===== src/rtl/cpu_defs.sv =====
// Shared definitions for the 16-bit CPU front end: opcode values and the
// fetch/decode FSM state encoding.
package cpu_defs;

  typedef enum logic [1:0] {
    S_FETCH = 2'd0,
    S_WAIT  = 2'd1,
    S_VALID = 2'd2
  } state_e;

  localparam logic [3:0] OP_RTYPE = 4'b0000;
  localparam logic [3:0] OP_ANDI  = 4'b0001;
  localparam logic [3:0] OP_ORI   = 4'b0010;
  localparam logic [3:0] OP_XORI  = 4'b0011;
  localparam logic [3:0] OP_ADDI  = 4'b0101;
  localparam logic [3:0] OP_SHIFT = 4'b1000;
  localparam logic [3:0] OP_SUBI  = 4'b1001;
  localparam logic [3:0] OP_CMPI  = 4'b1011;
  localparam logic [3:0] OP_BCOND = 4'b1100;
  localparam logic [3:0] OP_MOVI  = 4'b1101;
  localparam logic [3:0] OP_LUI   = 4'b1111;

endpackage


===== src/rtl/instr_field_decode.sv =====
// Combinational split of an instruction word into its fields plus the
// immediate classification that steers the sign extender.
module instr_field_decode
  import cpu_defs::*;
(
  input  logic [15:0] ir_i,
  output logic [3:0]  opcode_o,
  output logic [3:0]  rdest_o,
  output logic [3:0]  opext_o,
  output logic [3:0]  rsrc_o,
  output logic [7:0]  imm8_o,
  output logic        imm_signed_o,
  output logic        is_imm_o
);

  assign opcode_o = ir_i[15:12];
  assign rdest_o  = ir_i[11:8];
  assign opext_o  = ir_i[7:4];
  assign rsrc_o   = ir_i[3:0];
  assign imm8_o   = ir_i[7:0];

  always_comb begin
    is_imm_o     = 1'b0;
    imm_signed_o = 1'b0;
    case (ir_i[15:12])
      OP_ADDI, OP_SUBI, OP_CMPI, OP_BCOND: begin
        is_imm_o     = 1'b1;
        imm_signed_o = 1'b1;
      end
      OP_ANDI, OP_ORI, OP_XORI, OP_MOVI, OP_LUI: begin
        is_imm_o = 1'b1;
      end
      // shifts take a shift-amount immediate only when opext[0] is set
      OP_SHIFT: is_imm_o = ir_i[4];
      default: begin
        is_imm_o     = 1'b0;
        imm_signed_o = 1'b0;
      end
    endcase
  end

endmodule


===== src/rtl/instr_decode_fetch.sv =====
// Fetch/decode stage: owns the PC and IR, fetches from 1-cycle-latency
// instruction memory and presents decoded fields under a valid/ready handshake.
module instr_decode_fetch
  import cpu_defs::*;
#(
  parameter logic [15:0] RESET_PC = 16'h0000
) (
  input  logic        clk,
  input  logic        reset,
  output logic [15:0] imem_addr,
  output logic        imem_rd,
  input  logic [15:0] imem_rdata,
  input  logic        redirect_valid,
  input  logic [15:0] redirect_pc,
  output logic        dec_valid,
  input  logic        dec_ready,
  output logic [15:0] pc_out,
  output logic [3:0]  opcode,
  output logic [3:0]  rdest,
  output logic [3:0]  opext,
  output logic [3:0]  rsrc,
  output logic [7:0]  imm8,
  output logic        imm_signed,
  output logic        is_imm
);

  state_e      state_q, state_d;
  logic [15:0] pc_q, pc_d;
  logic [15:0] ir_q, ir_d;

  always_ff @(posedge clk or posedge reset) begin
    if (reset) begin
      state_q <= S_FETCH;
      pc_q    <= RESET_PC;
      ir_q    <= 16'h0000;
    end else begin
      state_q <= state_d;
      pc_q    <= pc_d;
      ir_q    <= ir_d;
    end
  end

  always_comb begin
    state_d = state_q;
    pc_d    = pc_q;
    ir_d    = ir_q;
    case (state_q)
      S_FETCH: state_d = S_WAIT;
      S_WAIT: begin
        ir_d    = imem_rdata;
        state_d = S_VALID;
      end
      S_VALID: begin
        if (dec_ready) begin
          pc_d    = pc_q + 16'd1;
          state_d = S_FETCH;
        end
      end
      default: state_d = S_FETCH;
    endcase
    // a redirect overrides everything, including an in-flight read or acceptance
    if (redirect_valid) begin
      pc_d    = redirect_pc;
      ir_d    = ir_q;
      state_d = S_FETCH;
    end
  end

  always_comb begin
    imem_rd   = (state_q == S_FETCH);
    dec_valid = (state_q == S_VALID);
    imem_addr = pc_q;
    pc_out    = pc_q;
  end

  instr_field_decode u_field_decode (
    .ir_i         (ir_q),
    .opcode_o     (opcode),
    .rdest_o      (rdest),
    .opext_o      (opext),
    .rsrc_o       (rsrc),
    .imm8_o       (imm8),
    .imm_signed_o (imm_signed),
    .is_imm_o     (is_imm)
  );

endmodule


===== config.mk =====
export PLATFORM = sky130hd
export DESIGN_NAME = instr_decode_fetch
export DESIGN_NICKNAME = d
export VERILOG_FILES = /design/src/rtl/cpu_defs.sv /design/src/rtl/instr_field_decode.sv /design/src/rtl/instr_decode_fetch.sv
export SDC_FILE = /design/constraint.sdc
export NUM_CORES = 1
export LEC_CHECK = 0
export CAP_MARGIN = 40
export CORE_MARGIN = 3
export CORE_UTILIZATION = 41
export CTS_CLUSTER_SIZE = 28
export DETAILED_ROUTE_END_ITERATION = 10
export MAX_ROUTING_LAYER = met4
export PLACE_DENSITY = 0.93
export SETUP_SLACK_MARGIN = 0.2
export SKIP_CTS_REPAIR_TIMING = 1
export SLEW_MARGIN = 0
export SYNTH_ARGS = -nofsm -noshare
export SYNTH_HDL_FRONTEND = slang
export SYNTH_SLANG_ARGS = --single-unit

===== constraint.sdc =====
create_clock -name clk -period 3 [get_ports clk]
set_input_delay 0.9 -clock clk [delete_from_list [all_inputs] [get_ports clk]]
set_output_delay 0.9 -clock clk [all_outputs]
set_load 0.1 [all_outputs]

==> results of run 1 <==
[state kept, by name, summed over array words and instances, names as in the netlist]
signal	cells
imem_addr	16
state_q	2
ir_q	16
[cell usage after synthesis (2+ instances only)]
master / instances / area share (%)
a31oi_1: 2 / 0.66
nor3_1: 5 / 1.3
o21ai_0: 15 / 4.0
nor4_4: 2 / 2.3
xnor2_1: 5 / 2.3
nand2b_1: 3 / 1.0
nand4_1: 5 / 1.7
a22oi_1: 3 / 1.2
inv_1: 6 / 1.2
nand2_1: 20 / 4.0
buf_4: 24 / 9.6
nor2_1: 5 / 1.0
dfrtp_1: 34 / 45
xor2_1: 4 / 1.9
nand3_1: 4 / 1.1
clkbuf_1: 3 / 0.60
nor2b_1: 4 / 1.3
mux2_2: 15 / 9.0
mux2i_1: 3 / 1.6
[power breakdown]
group          internal, mW  switching [mW]
logic                 0.328            1.30
registers             0.552          0.0984
clock network         0.161           0.156
total                  1.04            1.56
[cell type report]
type / count / area [um^2]
flip-flops and latches: 34 / 860
multi-input cells: 111 / 803
fillers: 382 / 1730
well taps: 52 / 65.1
inverters: 6 / 22.5
clock inverters: 2 / 10.0
clock buffers: 6 / 72.6
repair buffers: 98 / 823
[per-layer routing]
layer,GRT usage (%),up-vias
met5,-,-
met4,5.43,0
met3,5.61,5
met2,26.4,76
met1,20.4,707
li1,-,753
[through the flow]
| stage | area, um^2 | worst slack [ns] | total power, mW | cells | hold slack, ns |
|---|---|---|---|---|---|
| global route | 2660 | 0.447 | 2.69 | 309 | 0.533 |
| CTS | 2660 | 0.570 | 2.63 | 309 | 0.517 |
| floorplan | 1900 | 0.253 | 2.02 | 181 | 0.490 |
| finish | 2660 | 0.584 | 2.60 | 309 | 0.515 |
| detailed placement | 2570 | 0.345 | 2.30 | 301 | 0.502 |
| global placement | 2570 | 0.404 | 2.28 | 301 | 0.490 |
[cell families (layout without fill, tap and decap cells)]
family                     count (synthesis)  after routing  synth area share (%)
buffers and inverters                     36            112                  12.4
AOI/OAI and AO/OA                         25             25                  7.91
adders and majority gates                  1              1                 0.664
and+or+nand+nor                           58             58                  19.1
DFF                                       34             34                  45.2
xor gates and xnor gates                   9              9                  4.19
muxes                                     18             18                  10.6
[worst max-delay path by stage]
stage                          from            end
final                      ir_q[15]     imm_signed
after global routing       ir_q[15]     imm_signed
after CTS                  ir_q[15]     imm_signed
after detailed placement  dec_ready  imem_addr[14]
after global placement    dec_ready  imem_addr[14]
after floorplan            ir_q[14]         is_imm
==> flow_summary.ini, run 1 <==
[setup_path]
critical_path_depth = 5
worst-path-max-fanout = 5
worstSetupStartpointType = flip-flop
crit_family = flip-flops
cp_data_required_time_ns = 2.10
r2r-end = imem_addr[14]
max_stage_delay_ns = 0.50
timing.rr.start = imem_addr[0]
critical-path-slowest-cell = dfrtp_4
critical_path_class = flip-flop to output port
endpoint_kind = output port
reg2regPathDepth = 5
crit_chain = inv_1 -> nand2_1 -> o21ai_0 -> a32o_1 -> buf_4
arrival_ns = 1.52
r2r_slack_ns = 1.18
crit_buf_inv = 2

[final_layout]
n_antenna_cell = 0
utilization_pct = 60.6
drive_gt1_share_pct = 37.7
nNetsFinal = 293
layout.cells.most_common = buf_4
syn_to_final_growth_pct = 41.1
layout_common_cells = 63 x buf_4, 35 x clkdlybuf4s50_1, 29 x dfrtp_1

[synth]
ys_async_sr_fraction_pct = 100
synth.distinct_cells = 38
yosysWarnings = 0
synth_nets = 218
synth-seq-cells = 34
ys_seq_area_share_pct = 45.2
synth_flop_cell = dfrtp_1
syn-instance-count = 181
synth_edf_count = 0
syn_area_per_cell_um2 = 10.4
synthesis.area_mm2 = 0.00188

[sta]
finClkSkew_ns = 0.00273
fin_crit_ns = 2.42
setup_violations = 0
fmax_mhz = 414
slew_viol_final = 0
tightest_slew_ns = 0.430
setup_tns_ns = 0
finalCritPeriodShare_pct = 80.5
rsz0062_at_grt = false
hold_viol = 0
relSlewSlack_pct = 71.3

[floorplanning]
die-area_mm2 = 0.00544
die_width_um = 73.8
ios = 96
fp.dieH_um = 73.8
initial_core_util_pct = 43.0
core_area_mm2 = 0.00438
rows = 24

[clock_network]
cts_buffer_depth = 2
clk_pin_slew_ns = 0.07
cts_tree = built
cts_root_buffer = clkbuf_8
cts_inserted_buffers = 5
cts_sinks = 34
htreeDepth = 2
clock_latency_ns = 0.28

[routing]
dr_wl_met2_mm = 1.95
wl_met3_um = 497
wl_per_cell_um = 14.1
firstDrtPassIters = 4
num_vias = 1541
avgViaCountPerCell = 4.99
wl_met1_mm = 1.86
highest_layer = met4
routed_wl_mm = 4.36
dr.first_iter.drc_count = 49
remaining_drc_errors = 0
drtAntennaViolNets = 0

[global_routing]
globalRouteTotalUtil_pct = 16.8
grt_pass1_wl_mm = 6.83
gr-total-overflow = 0
grt_pass1_vias = 1422
grt_max_degree = 36
grt_antenna_before_repair = 0

[place]
port_buffers = 95
post-dp-hpwl_mm = 3.43
gp_congestion = 0.795

[min_path]
hold_class = flip-flop to flip-flop
holdPathEnd = ir_q[8]
min_delay_path_depth = 1
hp-start = ir_q[8]

[job]
maxCapViolations = 0

[power]
power_density_mw_per_mm2 = 979
leakage_nw = 1.20
ir_worst_vdd_mv = 0.421

[run_status]
status = finished, final reports clean
Note: power is estimated with default switching activity, not from simulation.
==> run 2: changes to the inputs <==
--- a/config.mk
+++ b/config.mk
@@ -7,11 +7,11 @@
 export LEC_CHECK = 0
 export CAP_MARGIN = 40
 export CORE_MARGIN = 3
-export CORE_UTILIZATION = 41
+export CORE_UTILIZATION = 36
 export CTS_CLUSTER_SIZE = 28
 export DETAILED_ROUTE_END_ITERATION = 10
 export MAX_ROUTING_LAYER = met4
-export PLACE_DENSITY = 0.93
+export PLACE_DENSITY = 0.87
 export SETUP_SLACK_MARGIN = 0.2
 export SKIP_CTS_REPAIR_TIMING = 1
 export SLEW_MARGIN = 0
==> constraint.sdc (replaced) <==
create_clock -name clk -period 2.1 [get_ports clk]
set_input_delay 0.63 -clock clk [delete_from_list [all_inputs] [get_ports clk]]
set_output_delay 0.63 -clock clk [all_outputs]
set_load 0.1 [all_outputs]
==> flow_summary.ini, run 2 (same netlist as run 1, synthesis figures left out) <==
[final_layout]
layout.cells.most_common = buf_12
syn_to_final_growth_pct = 90.4
nNetsFinal = 301
utilization_pct = 73.5
instances_no_fill = 332
drive_gt1_share_pct = 50.2
n_antenna_cell = 0
fill_cells = 312
layout_common_cells = 62 x buf_12, 34 x clkdlybuf4s50_1, 20 x dfrtp_2

[routing]
highest_layer = met4
remaining_drc_errors = 0
wl_per_cell_um = 16.5
firstDrtPassIters = 4
dr.first_iter.drc_count = 91
avgViaCountPerCell = 4.93
num_vias = 1638
dr_wl_met2_mm = 2.68
routed_wl_mm = 5.47
wl_met3_um = 500
wl_met1_mm = 2.18
drtAntennaViolNets = 0

[clock_network]
cts_sinks = 34
cts_root_buffer = clkbuf_8
cts_tree = built
htreeDepth = 2
clk_pin_slew_ns = 0.07
cts_inserted_buffers = 5
clock_latency_ns = 0.28
cts_buffer_depth = 2

[power]
total_power_mw = 4.55
p_switching_mw = 2.41
leakage_nw = 1.51
p_int_mw = 2.14
clkPwrFrac_pct = 11.0
p_comb_share_pct = 65.2
ir_worst_vdd_mv = 0.745
power_density_mw_per_mm2 = 1270
seq_power_share_pct = 23.8
swShare_pct = 52.9

[setup_path]
endpoint_kind = output port
worstSetupStartpointType = flip-flop
critical_path_class = flip-flop to output port
timing.rr.start = imem_addr[0]
crit_start = ir_q[15]
cp_data_required_time_ns = 1.47
arrival_ns = 1.44
r2r_slack_ns = 0.43
worst-path-max-fanout = 5

[floorplanning]
die_width_um = 78.3
core_area_mm2 = 0.00488
rows = 25
fp.dieH_um = 78.3
die-area_mm2 = 0.00613
ios = 96
initial_core_util_pct = 38.6

[global_routing]
grt_antenna_before_repair = 0
gr-total-overflow = 0
globalRouteTotalUtil_pct = 19.0
grt_pass1_wl_mm = 8.91
grt_max_degree = 35
grt_pass1_vias = 1764

[sta]
setup_ws_ns = 0.0275
slew_viol_final = 0
fmax_mhz = 483
tightest_slew_ns = 0.426
hold_viol = 0
fin_crit_ns = 2.07
finalCritPeriodShare_pct = 98.7
setup_tns_ns = 0
setup_violations = 0
rsz0062_at_grt = true
relSlewSlack_pct = 71.6
finClkSkew_ns = 0.00251

[place]
dp.cells = 322
port_buffers = 95
gp_congestion = 0.765
place_ws_ns = -0.158
post-dp-hpwl_mm = 4.28

[run_status]
status = finished, final reports clean

[min_path]
hold_class = flip-flop to flip-flop
hp-start = ir_q[9]

[job]
maxCapViolations = 0
-- run 2: worst max-delay path: stages, from the launching register on --
cell	delay, ns
dfrtp_4	0.52
inv_4	0.08
nand2_2	0.07
o21ai_1	0.14
a32o_2	0.17
buf_12	0.18
-- run 2: cell type report --
cell class	count	area [um^2]	area share, %
clock buffers	7	86.3	2.41
flip-flops and latches	34	906	25.3
well taps	67	83.8	2.34
clock inverters	1	5.00	0.140
inverters	6	25.0	0.698
repair buffers	106	1660	46.4
multi-input cells	111	817	22.8
-- run 2: worst paths after layout --
check,end,depth (start not counted)
worst max-delay path,imm_signed,5
worst min-delay path,ir_q[9],1
worst max register to register,imem_addr[14],5
worst min register to register,ir_q[9],1
max in group asynchronous,imem_addr[0],3
min in group asynchronous,ir_q[4],3
-- run 2: metrics by stage --
step / instance area [um^2] / hold slack (ns)
3_3_place_gp: 3470 / 0.560
6_report: 3580 / 0.589
3_5_place_dp: 3470 / 0.579
4_1_cts: 3560 / 0.593
5_1_grt: 3580 / 0.599
2_1_floorplan: 1950 / 0.558
-- run 2: power groups by stage --
stage / clock network [mW] / logic, mW / registers (mW)
detailed placement: 0 / 2.95 / 1.10
global placement: 0 / 2.92 / 1.08
finish: 0.501 / 2.96 / 1.08
CTS: 0.510 / 2.95 / 1.08
global route: 0.545 / 3.03 / 1.10
floorplan: 0 / 1.08 / 1.85
-- run 2: per-layer routing --
metal,track usage [%],vias to the layer above
li1,-,766
met1,22.7,771
met5,-,-
met3,5.62,12
met2,30.7,89
met4,6.64,0
==> run 3: changes to the inputs <==
--- a/config.mk
+++ b/config.mk
@@ -6,8 +6,10 @@
 export NUM_CORES = 1
 export LEC_CHECK = 0
 export CAP_MARGIN = 40
+export CELL_PAD_IN_SITES_DETAIL_PLACEMENT = 0
+export CELL_PAD_IN_SITES_GLOBAL_PLACEMENT = 1
 export CORE_MARGIN = 3
-export CORE_UTILIZATION = 36
+export CORE_UTILIZATION = 26
 export CTS_CLUSTER_SIZE = 28
 export DETAILED_ROUTE_END_ITERATION = 10
 export MAX_ROUTING_LAYER = met4
==> flow_summary.ini, run 3 (same netlist as run 1, synthesis figures left out) <==
[run_status]
status = finished, final reports clean

[sta]
finalCritPeriodShare_pct = 95.9
fin_crit_ns = 2.01
setup_violations = 0
finClkSkew_ns = 0.00377
hold_viol = 0
slew_viol_final = 0
relSlewSlack_pct = 70.0
fmax_mhz = 497
tightest_slew_ns = 0.450
rsz0062_at_grt = true

[clock_network]
cts_root_buffer = clkbuf_8
htreeDepth = 2
cts_buffer_depth = 2
clock_latency_ns = 0.28
cts_inserted_buffers = 5
cts_tree = built
cts_sinks = 34
clk_pin_slew_ns = 0.07

[power]
p_int_mw = 2.14
total_power_mw = 4.52
clkPwrFrac_pct = 10.7
power_density_mw_per_mm2 = 1250
ir_worst_vdd_mv = 0.364
p_switching_mw = 2.38
swShare_pct = 52.6
p_comb_share_pct = 65.4
seq_power_share_pct = 23.9
leakage_nw = 1.50

[setup_path]
r2r_slack_ns = 0.44
cp_data_required_time_ns = 1.47
crit_chain = inv_4 -> nand2_4 -> o21ai_2 -> a32o_2 -> buf_12
worst-path-max-fanout = 5
arrival_ns = 1.38
worstSetupStartpointType = flip-flop
max_stage_delay_ns = 0.52
crit_family = flip-flops
critical_path_class = flip-flop to output port
endpoint_kind = output port
crit_buf_inv = 2
critical-path-slowest-cell = dfrtp_4

[floorplanning]
core_area_mm2 = 0.00691
ios = 96
initial_core_util_pct = 27.3
rows = 30
fp.dieH_um = 91.1
die_width_um = 91.1
die-area_mm2 = 0.00830

[global_routing]
grt_pass1_vias = 1624
grt_util_met1_pct = 16.3
globalRouteTotalUtil_pct = 12.6
grt_max_degree = 35
busiest_layer = met2
grt_use_met3_pct = 4.23
gr-total-overflow = 0
gr-usage-met2_pct = 19.0
grt_antenna_before_repair = 0
grt_pass1_wl_mm = 8.09

[final_layout]
fill_cells = 594
layout.cells.most_common = buf_12
nNetsFinal = 300
fin_area_mm2 = 0.00361
drive_gt1_share_pct = 51.1
layout_common_cells = 61 x buf_12, 34 x clkdlybuf4s50_1, 20 x dfrtp_2
n_antenna_cell = 0
syn_to_final_growth_pct = 91.9

[routing]
wl_per_cell_um = 13.8
remaining_drc_errors = 0
drtAntennaViolNets = 0
avgViaCountPerCell = 4.47
dr.first_iter.drc_count = 58
num_vias = 1609
firstDrtPassIters = 4
routed_wl_mm = 4.98

[job]
maxCapViolations = 0

[place]
post-dp-hpwl_mm = 4.01
gp_congestion = 0.757
port_buffers = 95
postPlaceCellArea_mm2 = 0.00349

[min_path]
hold_class = flip-flop to flip-flop
[run 3: cell count changes in the layout (fill, tap and decap cells not counted), sizes merged]
| cell | change |
|---|---|
| buf | -1 |
[run 3: worst paths after layout]
kind,startpoint,endpoint,depth (start not counted)
max in group asynchronous,reset,imem_addr[2],3
max reg2reg,imem_addr[0],imem_addr[14],5
min reg2reg,ir_q[11],ir_q[11],1
max,ir_q[15],imm_signed,5
min,ir_q[11],ir_q[11],1
min in group asynchronous,reset,ir_q[13],3
[run 3: cell type report]
cell class	instances	area, um^2	area share (%)
sequential	34	906	25.1
inverter	6	25.0	0.693
clock buffer	7	86.3	2.39
tap	96	120	3.32
multi-input combinational	111	830	23.0
clock inverter	1	5.00	0.139
timing repair buffer	105	1640	45.4
[run 3: routing by layer]
metal | part of all wire, % | vias up | wire length [um]
li1 | - | 770 | -
met1 | 45 | 742 | 2240
met2 | 44 | 93 | 2190
met4 | 0.84 | 0 | 42
met5 | 0 | - | 0
met3 | 10 | 4 | 510
[run 3: metrics by stage]
step	util (%)	hold WS [ns]	TNS [ns]	std cells	setup WS (ns)
after floorplan	-	0.558	-0.272	181	-0.272
after global placement	50.5	0.555	-0.516	350	-0.145
after detailed placement	50.5	0.566	-0.760	350	-0.180
after CTS	51.8	0.582	0	358	0.0274
after global routing	52.3	0.595	0	360	0.0118
final	52.3	0.577	0	360	0.0871
[run 3: worst register-to-register path: cells and delay by family (launching register included)]
family | cells | cell delay (ns)
flip-flops | 1 | 0.49
AND/OR/NAND/NOR | 4 | 0.95
adder cells (fa/ha/maj) | 1 | 0.15
[run 3: power by group through the flow]
| stage | clock network (mW) | logic [mW] | registers [mW] |
|---|---|---|---|
| 2_1_floorplan | 0 | 1.08 | 1.85 |
| 3_3_place_gp | 0 | 2.92 | 1.08 |
| 3_5_place_dp | 0 | 2.94 | 1.09 |
| 4_1_cts | 0.512 | 2.94 | 1.08 |
| 5_1_grt | 0.538 | 3.02 | 1.10 |
| 6_report | 0.485 | 2.95 | 1.08 |
